`config.mk`:
```
export PLATFORM = sky130hd
export DESIGN_NAME = elevator_scheduler
export DESIGN_NICKNAME = d
export VERILOG_FILES = /design/src/rtl/elevator_scheduler.sv
export SDC_FILE = /design/constraint.sdc
export NUM_CORES = 1
export LEC_CHECK = 0
export CAP_MARGIN = 25
export CORE_MARGIN = 2
export CORE_UTILIZATION = 40
export DETAILED_ROUTE_END_ITERATION = 12
export PLACE_DENSITY_LB_ADDON = 0.2
export SYNTH_ARGS = -nofsm -noshare
export SYNTH_HDL_FRONTEND = slang
export SYNTH_SLANG_ARGS = --single-unit
```
`constraint.sdc`:
```
create_clock -name Clock -period 2.79 [get_ports Clock]
set_input_delay 0.837 -clock Clock [delete_from_list [all_inputs] [get_ports Clock]]
set_output_delay 0.837 -clock Clock [all_outputs]
set_load 0.02 [all_outputs]
```
`src/rtl/elevator_scheduler.sv`:
```
// SCAN car controller: serves latched floor requests, one floor per TRAVEL_CYCLES.
// Latency: a request is sampled every cycle; stop decisions take effect on the same edge as arrival.
// Backpressure: none; requests stay in their external latches until the one-cycle Done pulse for that floor.
//
// Ports:
//   Clock      system clock, posedge
//   Reset      synchronous, active-high
//   req        latched floor requests, bit i = floor i pending
//   door_hold  (only with DOOR_HOLD_EN defined) freezes door dwell while high in DOOR
//   Done       one-hot, one-cycle pulse clearing the serviced floor's request latch
//   cur_floor  current or last-passed floor
//   dir_up     1 = travelling up / last went up, 0 = down
//   moving     car is travelling between floors
//   door_open  door open at cur_floor
//
// Optional feature macro: DOOR_HOLD_EN (adds the door_hold input).

module elevator_scheduler #(
  parameter int NUM_FLOORS    = 6,
  parameter int TRAVEL_CYCLES = 50,
  parameter int DOOR_CYCLES   = 100
) (
  input  logic                          Clock,
  input  logic                          Reset,
  input  logic [NUM_FLOORS-1:0]         req,
`ifdef DOOR_HOLD_EN
  input  logic                          door_hold,
`endif
  output logic [NUM_FLOORS-1:0]         Done,
  output logic [$clog2(NUM_FLOORS)-1:0] cur_floor,
  output logic                          dir_up,
  output logic                          moving,
  output logic                          door_open
);

  localparam int FW = $clog2(NUM_FLOORS);
  localparam int TW = $clog2(TRAVEL_CYCLES);
  localparam int DW = $clog2(DOOR_CYCLES);

  localparam logic [TW-1:0]         TRAVEL_LAST = TW'(TRAVEL_CYCLES - 1);
  localparam logic [DW-1:0]         DOOR_LAST   = DW'(DOOR_CYCLES - 1);
  // Dwell counts below this ignore req[cur_floor]: the latch is still clearing.
  localparam logic [DW-1:0]         REOPEN_MIN  = DW'(2);
  localparam logic [NUM_FLOORS-1:0] ONE_HOT0    = NUM_FLOORS'(1);

  typedef enum logic [1:0] {
    IDLE = 2'd0,
    MOVE = 2'd1,
    DOOR = 2'd2
  } state_t;

  state_t                  state_q, state_d;
  logic [FW-1:0]           cur_floor_q, cur_floor_d;
  logic                    dir_up_q, dir_up_d;
  logic [TW-1:0]           travel_q, travel_d;
  logic [DW-1:0]           dwell_q, dwell_d;
  logic [NUM_FLOORS-1:0]   done_q, done_d;
  logic                    moving_q, door_open_q;

  logic [FW-1:0]           next_floor;
  logic [FW-1:0]           eval_floor;
  logic                    req_here, req_above, req_below;
  logic                    req_ahead, req_behind;
  logic                    hold;

`ifdef DOOR_HOLD_EN
  assign hold = door_hold;
`else
  assign hold = 1'b0;
`endif

  // Floor the car reaches at the end of the current travel segment.
  assign next_floor = dir_up_q ? (cur_floor_q + FW'(1)) : (cur_floor_q - FW'(1));

  // The decision is taken against the arrival floor while moving, and
  // against the standing floor otherwise.
  assign eval_floor = (state_q == MOVE) ? next_floor : cur_floor_q;

  // Request classification relative to eval_floor. The top floor has no
  // "above" set and floor 0 no "below" set, so reversal at the ends falls out.
  always_comb begin
    req_here  = 1'b0;
    req_above = 1'b0;
    req_below = 1'b0;
    for (int i = 0; i < NUM_FLOORS; i++) begin
      if (req[i]) begin
        if (FW'(i) == eval_floor) req_here  = 1'b1;
        if (FW'(i) >  eval_floor) req_above = 1'b1;
        if (FW'(i) <  eval_floor) req_below = 1'b1;
      end
    end
  end

  assign req_ahead  = dir_up_q ? req_above : req_below;
  assign req_behind = dir_up_q ? req_below : req_above;

  // Next-state logic.
  always_comb begin
    state_d     = state_q;
    cur_floor_d = cur_floor_q;
    dir_up_d    = dir_up_q;
    travel_d    = travel_q;
    dwell_d     = dwell_q;
    done_d      = '0;

    unique case (state_q)
      IDLE: begin
        if (req_here) begin
          state_d = DOOR;
          dwell_d = '0;
          done_d  = ONE_HOT0 << eval_floor;
        end else if (req_ahead) begin
          state_d  = MOVE;
          travel_d = '0;
        end else if (req_behind) begin
          state_d  = MOVE;
          dir_up_d = ~dir_up_q;
          travel_d = '0;
        end
      end

      MOVE: begin
        if (travel_q == TRAVEL_LAST) begin
          // Arrival: floor step and stop/continue/reverse decision share the edge.
          cur_floor_d = next_floor;
          travel_d    = '0;
          if (req_here) begin
            state_d = DOOR;
            dwell_d = '0;
            done_d  = ONE_HOT0 << eval_floor;
          end else if (req_ahead) begin
            state_d = MOVE;
          end else if (req_behind) begin
            state_d  = MOVE;
            dir_up_d = ~dir_up_q;
          end else begin
            state_d = IDLE;
          end
        end else begin
          travel_d = travel_q + TW'(1);
        end
      end

      DOOR: begin
        if (req_here && (dwell_q >= REOPEN_MIN)) begin
          // Fresh call at this floor while the door is open: re-open.
          dwell_d = '0;
          done_d  = ONE_HOT0 << eval_floor;
        end else if (hold) begin
          dwell_d = dwell_q;
        end else if (dwell_q == DOOR_LAST) begin
          // Always pass through IDLE before the next move.
          state_d = IDLE;
          dwell_d = '0;
        end else begin
          dwell_d = dwell_q + DW'(1);
        end
      end

      default: begin
        state_d = IDLE;
      end
    endcase
  end

  always_ff @(posedge Clock) begin
    if (Reset) begin
      state_q     <= IDLE;
      cur_floor_q <= '0;
      dir_up_q    <= 1'b1;
      travel_q    <= '0;
      dwell_q     <= '0;
      done_q      <= '0;
      moving_q    <= 1'b0;
      door_open_q <= 1'b0;
    end else begin
      state_q     <= state_d;
      cur_floor_q <= cur_floor_d;
      dir_up_q    <= dir_up_d;
      travel_q    <= travel_d;
      dwell_q     <= dwell_d;
      done_q      <= done_d;
      moving_q    <= (state_d == MOVE);
      door_open_q <= (state_d == DOOR);
    end
  end

  assign Done      = done_q;
  assign cur_floor = cur_floor_q;
  assign dir_up    = dir_up_q;
  assign moving    = moving_q;
  assign door_open = door_open_q;

endmodule

```
Word-level counts from Yosys, hierarchy flattened
Index checks and enable logic that the tools add are counted.
W data, S select, Z words.
{ "word_totals": {"latchBits": 0, "wordCells": 119, "ramBits": 0, "romBits": 0, "memories": 0, "ff_bits": 27, "output_inout_bits": 12} }
{ "classes": {"div_mod_pow": 0, "n_mux": 69, "shifts": 1, "n_bitwise": 1, "order_cmp": 13, "addsub": 4, "n_mul": 0, "eq_ne": 14, "n_reduce_logical": 9} }
{ "op_table": {"columns": ["op", "count"], "rows": [
  ["$mux W1", 44],
  ["$mux W6", 7],
  ["$mux W7", 4],
  ["$pmux W7 S3", 1],
  ["$pmux W6 S3", 1],
  ["$mux W2", 7],
  ["$pmux W6 S2", 1],
  ["$add A7 B1 Y7 const B", 1],
  ["$eq A7 B7 Y1 const B", 1],
  ["$ge A7 B2 Y1 const B", 1],
  ["$add A6 B1 Y6 const B", 1],
  ["$eq A2 B3 Y1 const A", 2],
  ["$eq A3 B3 Y1 const A", 2],
  ["$eq A6 B6 Y1 const B", 1],
  ["$gt A1 B3 Y1 const A", 2],
  ["$gt A2 B3 Y1 const A", 2],
  ["$gt A3 B3 Y1 const A", 2],
  ["$lt A1 B3 Y1 const A", 2],
  ["$lt A2 B3 Y1 const A", 2],
  ["$lt A3 B3 Y1 const A", 2],
  ["$mux W3", 2],
  ["$pmux W2 S3", 1],
  ["$reduce_and A2 Y1", 3],
  ["$shl A1 B3 Y6 const A", 1],
  ["16 further kinds", 18]
]} }

Logic depth before layout (Yosys ltp)
Gate-level depths: netlist (run 1).
{ "depth": {"word_depth": 23, "mapped_depth": 9, "ltp_nobuf": 8} }

Worst setup path after synthesis (run 1)
No wires, ideal clock.
{ "synth_timing": {"path_type": "register to register", "start": "register dir_up_q (netlist: dir_up)", "end": "register dwell_q[3]", "synth_period_minus_slack_ns": 2.621, "slack_ns": 0.169, "n_path_buf": 1, "t_arrival_ns": 2.499, "path_stages_with_launch": 10, "t_required_ns": 2.668, "path_cell_list": "dfxtp_1 inv_1 fa_1 nor4b_1 a31oi_1 a2bb2oi_2 a221oi_4 buf_6 a211oi_1 a221o_1"} }
{ "synth_via": {"elab_chain_len": 18} }
{ "synth_lines": {"columns": ["element", "line", "rtl"], "rows": [
  ["start: declaration", "54", "logic dir_up_q, dir_up_d;"],
  ["start signal: assignment", "179", "dir_up_q <= dir_up_d;"],
  ["$mux W3 *", "73", "assign next_floor = dir_up_q ? (cur_floor_q + FW'(1)) : (cur_floor_q - FW'(1));"],
  ["via next_floor[1]", "60", "logic [FW-1:0] next_floor;"],
  ["$mux W3 *", "77", "assign eval_floor = (state_q == MOVE) ? next_floor : cur_floor_q;"],
  ["$logic_not A3 Y1", "87", "if (FW'(i) == eval_floor) req_here = 1'b1;"],
  ["$mux W1", "87", null],
  ["$mux W1", "86", "if (req[i]) begin"],
  ["$mux W1", "87", null],
  ["$mux W1", "86", null],
  ["[... 3 more ...]", null, null],
  ["$mux W1", "86", null],
  ["$mux W1", "87", null],
  ["$mux W1", "86", null],
  ["$mux W1", "87", null],
  ["$mux W1 *", "86", null],
  ["$mux W7 or $logic_and A1 B1 Y1 (tied branches)", null, null],
  ["$mux W7 (on tied branches)", null, null],
  ["$pmux W7 S3 *", "106", "unique case (state_q)"],
  ["end signal: assignment", "181", "dwell_q <= dwell_d;"],
  ["end: declaration", "56", "logic [DW-1:0] dwell_q, dwell_d;"]
]} }
Mark *: on every way through the listed nets, which the timed path passes. The rest lies on a longest branch. The select of a mux whose other input is x is not followed.
A chain may end at the register's enable or synchronous reset.

Worst setup path in the final report (run 1)
Ends and elaborated chain as after synthesis.

==> results.sh, run 1 <==
export IMPL_combPwrFrac_pct=42.7
export IMPL_end_kind="register"
export IMPL_worst_ir_drop_vdd_mv=0.227
export IMPL_grt_pass1_vias=1413
export IMPL_yosys_area_share_simple_pct=22.6
export IMPL_grt_max_degree=16
export IMPL_grt_pass1_wl_um=6670
export IMPL_die_x_um=70.5
export IMPL_drc=0
export IMPL_hold_class="register to register"
export IMPL_syn_area_per_cell_um2=8.85
export IMPL_synth_edf_count=0
export IMPL_die_area_um2=4970
export IMPL_nets=240
export IMPL_finalCriticalPeriod_ps=2640
export IMPL_async_flop_share_pct=0
export IMPL_ctsHtreeMaxLevel=1
export IMPL_placedInstanceArea_um2=2050
export IMPL_wl_met3_um=141
export IMPL_drive_above_1_share_pct=16.4
export IMPL_multiInputGateArea_um2=1130
export IMPL_timing_fmax_mhz=378
export IMPL_avgViaCountPerCell=5.62
export IMPL_syn_nets=213
export IMPL_synth_flop_cell="dfxtp_1"
export IMPL_critPathRequiredTime_ps=2960
export IMPL_wl_per_cell_um=13.7
export IMPL_synth_top_family_by_area="compound AO/OA/AOI/OAI gates"
export IMPL_clock_sinks=27
export IMPL_p_int_mw=0.728
export IMPL_clockRootBuffer="clkbuf_8"
export IMPL_slew_headroom_pct=66.6
export IMPL_hold_viol_final=0
export IMPL_ant_nets=0
export IMPL_clock_skew_ps=4.27
export IMPL_p_leak_nw=0.791
export IMPL_critical_path_max_fanout=7
export IMPL_ctsHoldBuffers=0
export IMPL_clk_latency_ps=280
export IMPL_cellPowerDensity_nw_per_um2=560
export IMPL_worstSetupPathType="register to register"
export IMPL_cts_tree="done"
export IMPL_dp_cells=274
export IMPL_area_growth_pct=18.8
export IMPL_tns_ps=0
export IMPL_synth_xor_area_share_pct=3.39
export IMPL_ff_latch_area_um2=541
export IMPL_slew_violations=0
export IMPL_p_seq_share_pct=38.2
export IMPL_dr_first_iter_drc_count=78
export IMPL_overflow=0
export IMPL_synth_compound_area_share_pct=30.3
export IMPL_diodes=0
export IMPL_finalPower_mw=1.18
export IMPL_gp_congestion=0.862
export IMPL_synth_cell_types=66
export IMPL_rows=24
export IMPL_rsz0062_at_grt="false"
export IMPL_status="finished, final reports clean"
export IMPL_muxShareOfSynthArea_pct=3.18
export IMPL_p_sw_share_pct=38.1
export IMPL_critPathArrivalTime_ps=2820
export IMPL_fill_cells=429
export IMPL_highest_layer="met4"
export IMPL_seq_area_frac_synth_pct=30.6
export IMPL_start_util_pct=41.2
export IMPL_dp_hpwl_um=2890
export IMPL_layout_commonest_cell="dfxtp_1"
export IMPL_vias=1562
export IMPL_dr_wl_met2_um=1740
export IMPL_finalCritPeriodShare_pct=94.8
export IMPL_clk_pin_slew_ps=90
export IMPL_cp_start_kind="register"
export IMPL_syn_area_um2=1770
export IMPL_p_clk_share_pct=19.1
export IMPL_ys_warn_count=0
export IMPL_drv_cap=0
export IMPL_mostFrequentLayoutCells="dfxtp_1, clkdlybuf4s50_1, nand2_1, nor2_1"
export IMPL_numPortBuffers=19
export IMPL_ys_ff_latch=27
export IMPL_worstMarginPinSlew_ps=499
export IMPL_num_io_pins=20
export IMPL_setup_viol_count_final=0
export IMPL_fp_coreArea_um2=4290
export IMPL_grt_usage_pct=16.1
export IMPL_synthAdderAreaFrac_pct=3.96
export IMPL_synthCells=200
export IMPL_numCtsBuffers=3
export IMPL_finalNonFillerCells=278
export IMPL_routed_wl_um=3800
export IMPL_antenna_found_initial=0
export IMPL_p_switching_mw=0.448
export IMPL_dieHeight_um=70.5
export IMPL_wl_met1_um=1900
export IMPL_dr_pass1_iters=4
export IMPL_finalInstanceArea_um2=2100
export IMPL_ctsLongestPathBuffers=2
## path summary, 6_finish.rpt
path | slack [ps] | cells past startpoint | end | start
worst min register to register | 520 | 1 | travel_q[5] | travel_q[5]
worst max-delay path | 150 | 9 | dwell_q[3] | dir_up
worst max register to register | 150 | 9 | dwell_q[3] | dir_up
worst min-delay path | 520 | 1 | travel_q[5] | travel_q[5]
## logic make-up (layout without fill, tap and decap cells)
| logic type | after synthesis | in the layout |
|---|---|---|
| AOI/OAI and AO/OA | 65 | 65 |
| xor gates and xnor gates | 6 | 6 |
| adders and majority gates | 5 | 5 |
| buffers and inverters | 19 | 45 |
| DFF | 27 | 27 |
| muxes | 5 | 5 |
| and+or+nand+nor | 73 | 73 |
## through the flow
step                utilization, %  worst slack, ps  hold slack (ps)
floorplan                        -              169              470
global placement              47.7             47.1              524
detailed placement            47.7             68.7              509
CTS                           48.8              162              528
global route                  49.0             30.6              576
finish                        49.0              145              524
## sequential cells by signal (all words and copies together) (netlist names)
register	count
dwell_q	7
travel_q	6
door_open	1
moving	1
dir_up	1
Done	6
state_q	2
cur_floor	3
## critical path, stage by stage (launching register included)
cell,delay [ps]
dfxtp_1,330
inv_1,50
fa_1,510
nor4b_1,330
a31oi_1,150
a2bb2oi_2,210
a221oi_4,330
buf_4,190
a21oi_1,130
a221o_1,310
## repair_timing
action | in CTS | in global routing
endpoints found under the setup margin | 0 | 1
setup buffers | 0 | 0
gates resized for setup | 0 | 1
## layer usage
| metal | track usage (%) | vias to the layer above |
|---|---|---|
| li1 | - | 800 |
| met1 | 23.4 | 723 |
| met2 | 25.1 | 37 |
| met3 | 2.45 | 2 |
| met4 | 4.06 | 0 |
| met5 | 0 | - |
## cells in the mapped netlist, drive strengths merged (4+ instances only)
| library cell | count | area (um2) |
|---|---|---|
| buf | 6 | 57.6 |
| a211oi | 6 | 67.6 |
| ha | 4 | 50.1 |
| a21oi | 14 | 73.8 |
| a2111oi | 5 | 51.3 |
| dfxtp | 27 | 541 |
| nand2 | 18 | 70.1 |
| nor2 | 16 | 60.1 |
| nand3 | 8 | 45.0 |
| clkbuf | 4 | 15.0 |
| nor3 | 6 | 40.0 |
| o21ai | 9 | 45.0 |
| inv | 9 | 33.8 |
| nand4 | 4 | 25.0 |
| nand2b | 6 | 37.5 |
## area by class of cell
| type | instances | share of cell area (%) |
|---|---|---|
| Multi-Input combinational cell | 154 | 53.7 |
| Sequential cell | 27 | 25.7 |
| Timing Repair Buffer | 32 | 13.7 |
| Tap cell | 52 | 3.10 |
| Clock buffer | 3 | 1.96 |
| Inverter | 9 | 1.61 |
| Clock inverter | 1 | 0.238 |
## power groups by stage
| stage | logic (mW) | clock network, mW | registers, mW |
|---|---|---|---|
| 2_1_floorplan | 0.380 | 0 | 0.468 |
| 5_1_grt | 0.551 | 0.252 | 0.456 |
| 3_5_place_dp | 0.497 | 0 | 0.458 |
| 4_1_cts | 0.499 | 0.237 | 0.450 |
| 3_3_place_gp | 0.498 | 0 | 0.458 |
| 6_report | 0.502 | 0.225 | 0.449 |
Note: power is estimated with default switching activity, not from simulation.
==> inputs of run 2 (changes only) <==
--- a/config.mk
+++ b/config.mk
@@ -13,3 +13,4 @@
 export SYNTH_ARGS = -nofsm -noshare
 export SYNTH_HDL_FRONTEND = slang
 export SYNTH_SLANG_ARGS = --single-unit
+export TNS_END_PERCENT = 50
==> results of run 2 <==
No change in the layout: final DEF, timing and power equal those of run 1.
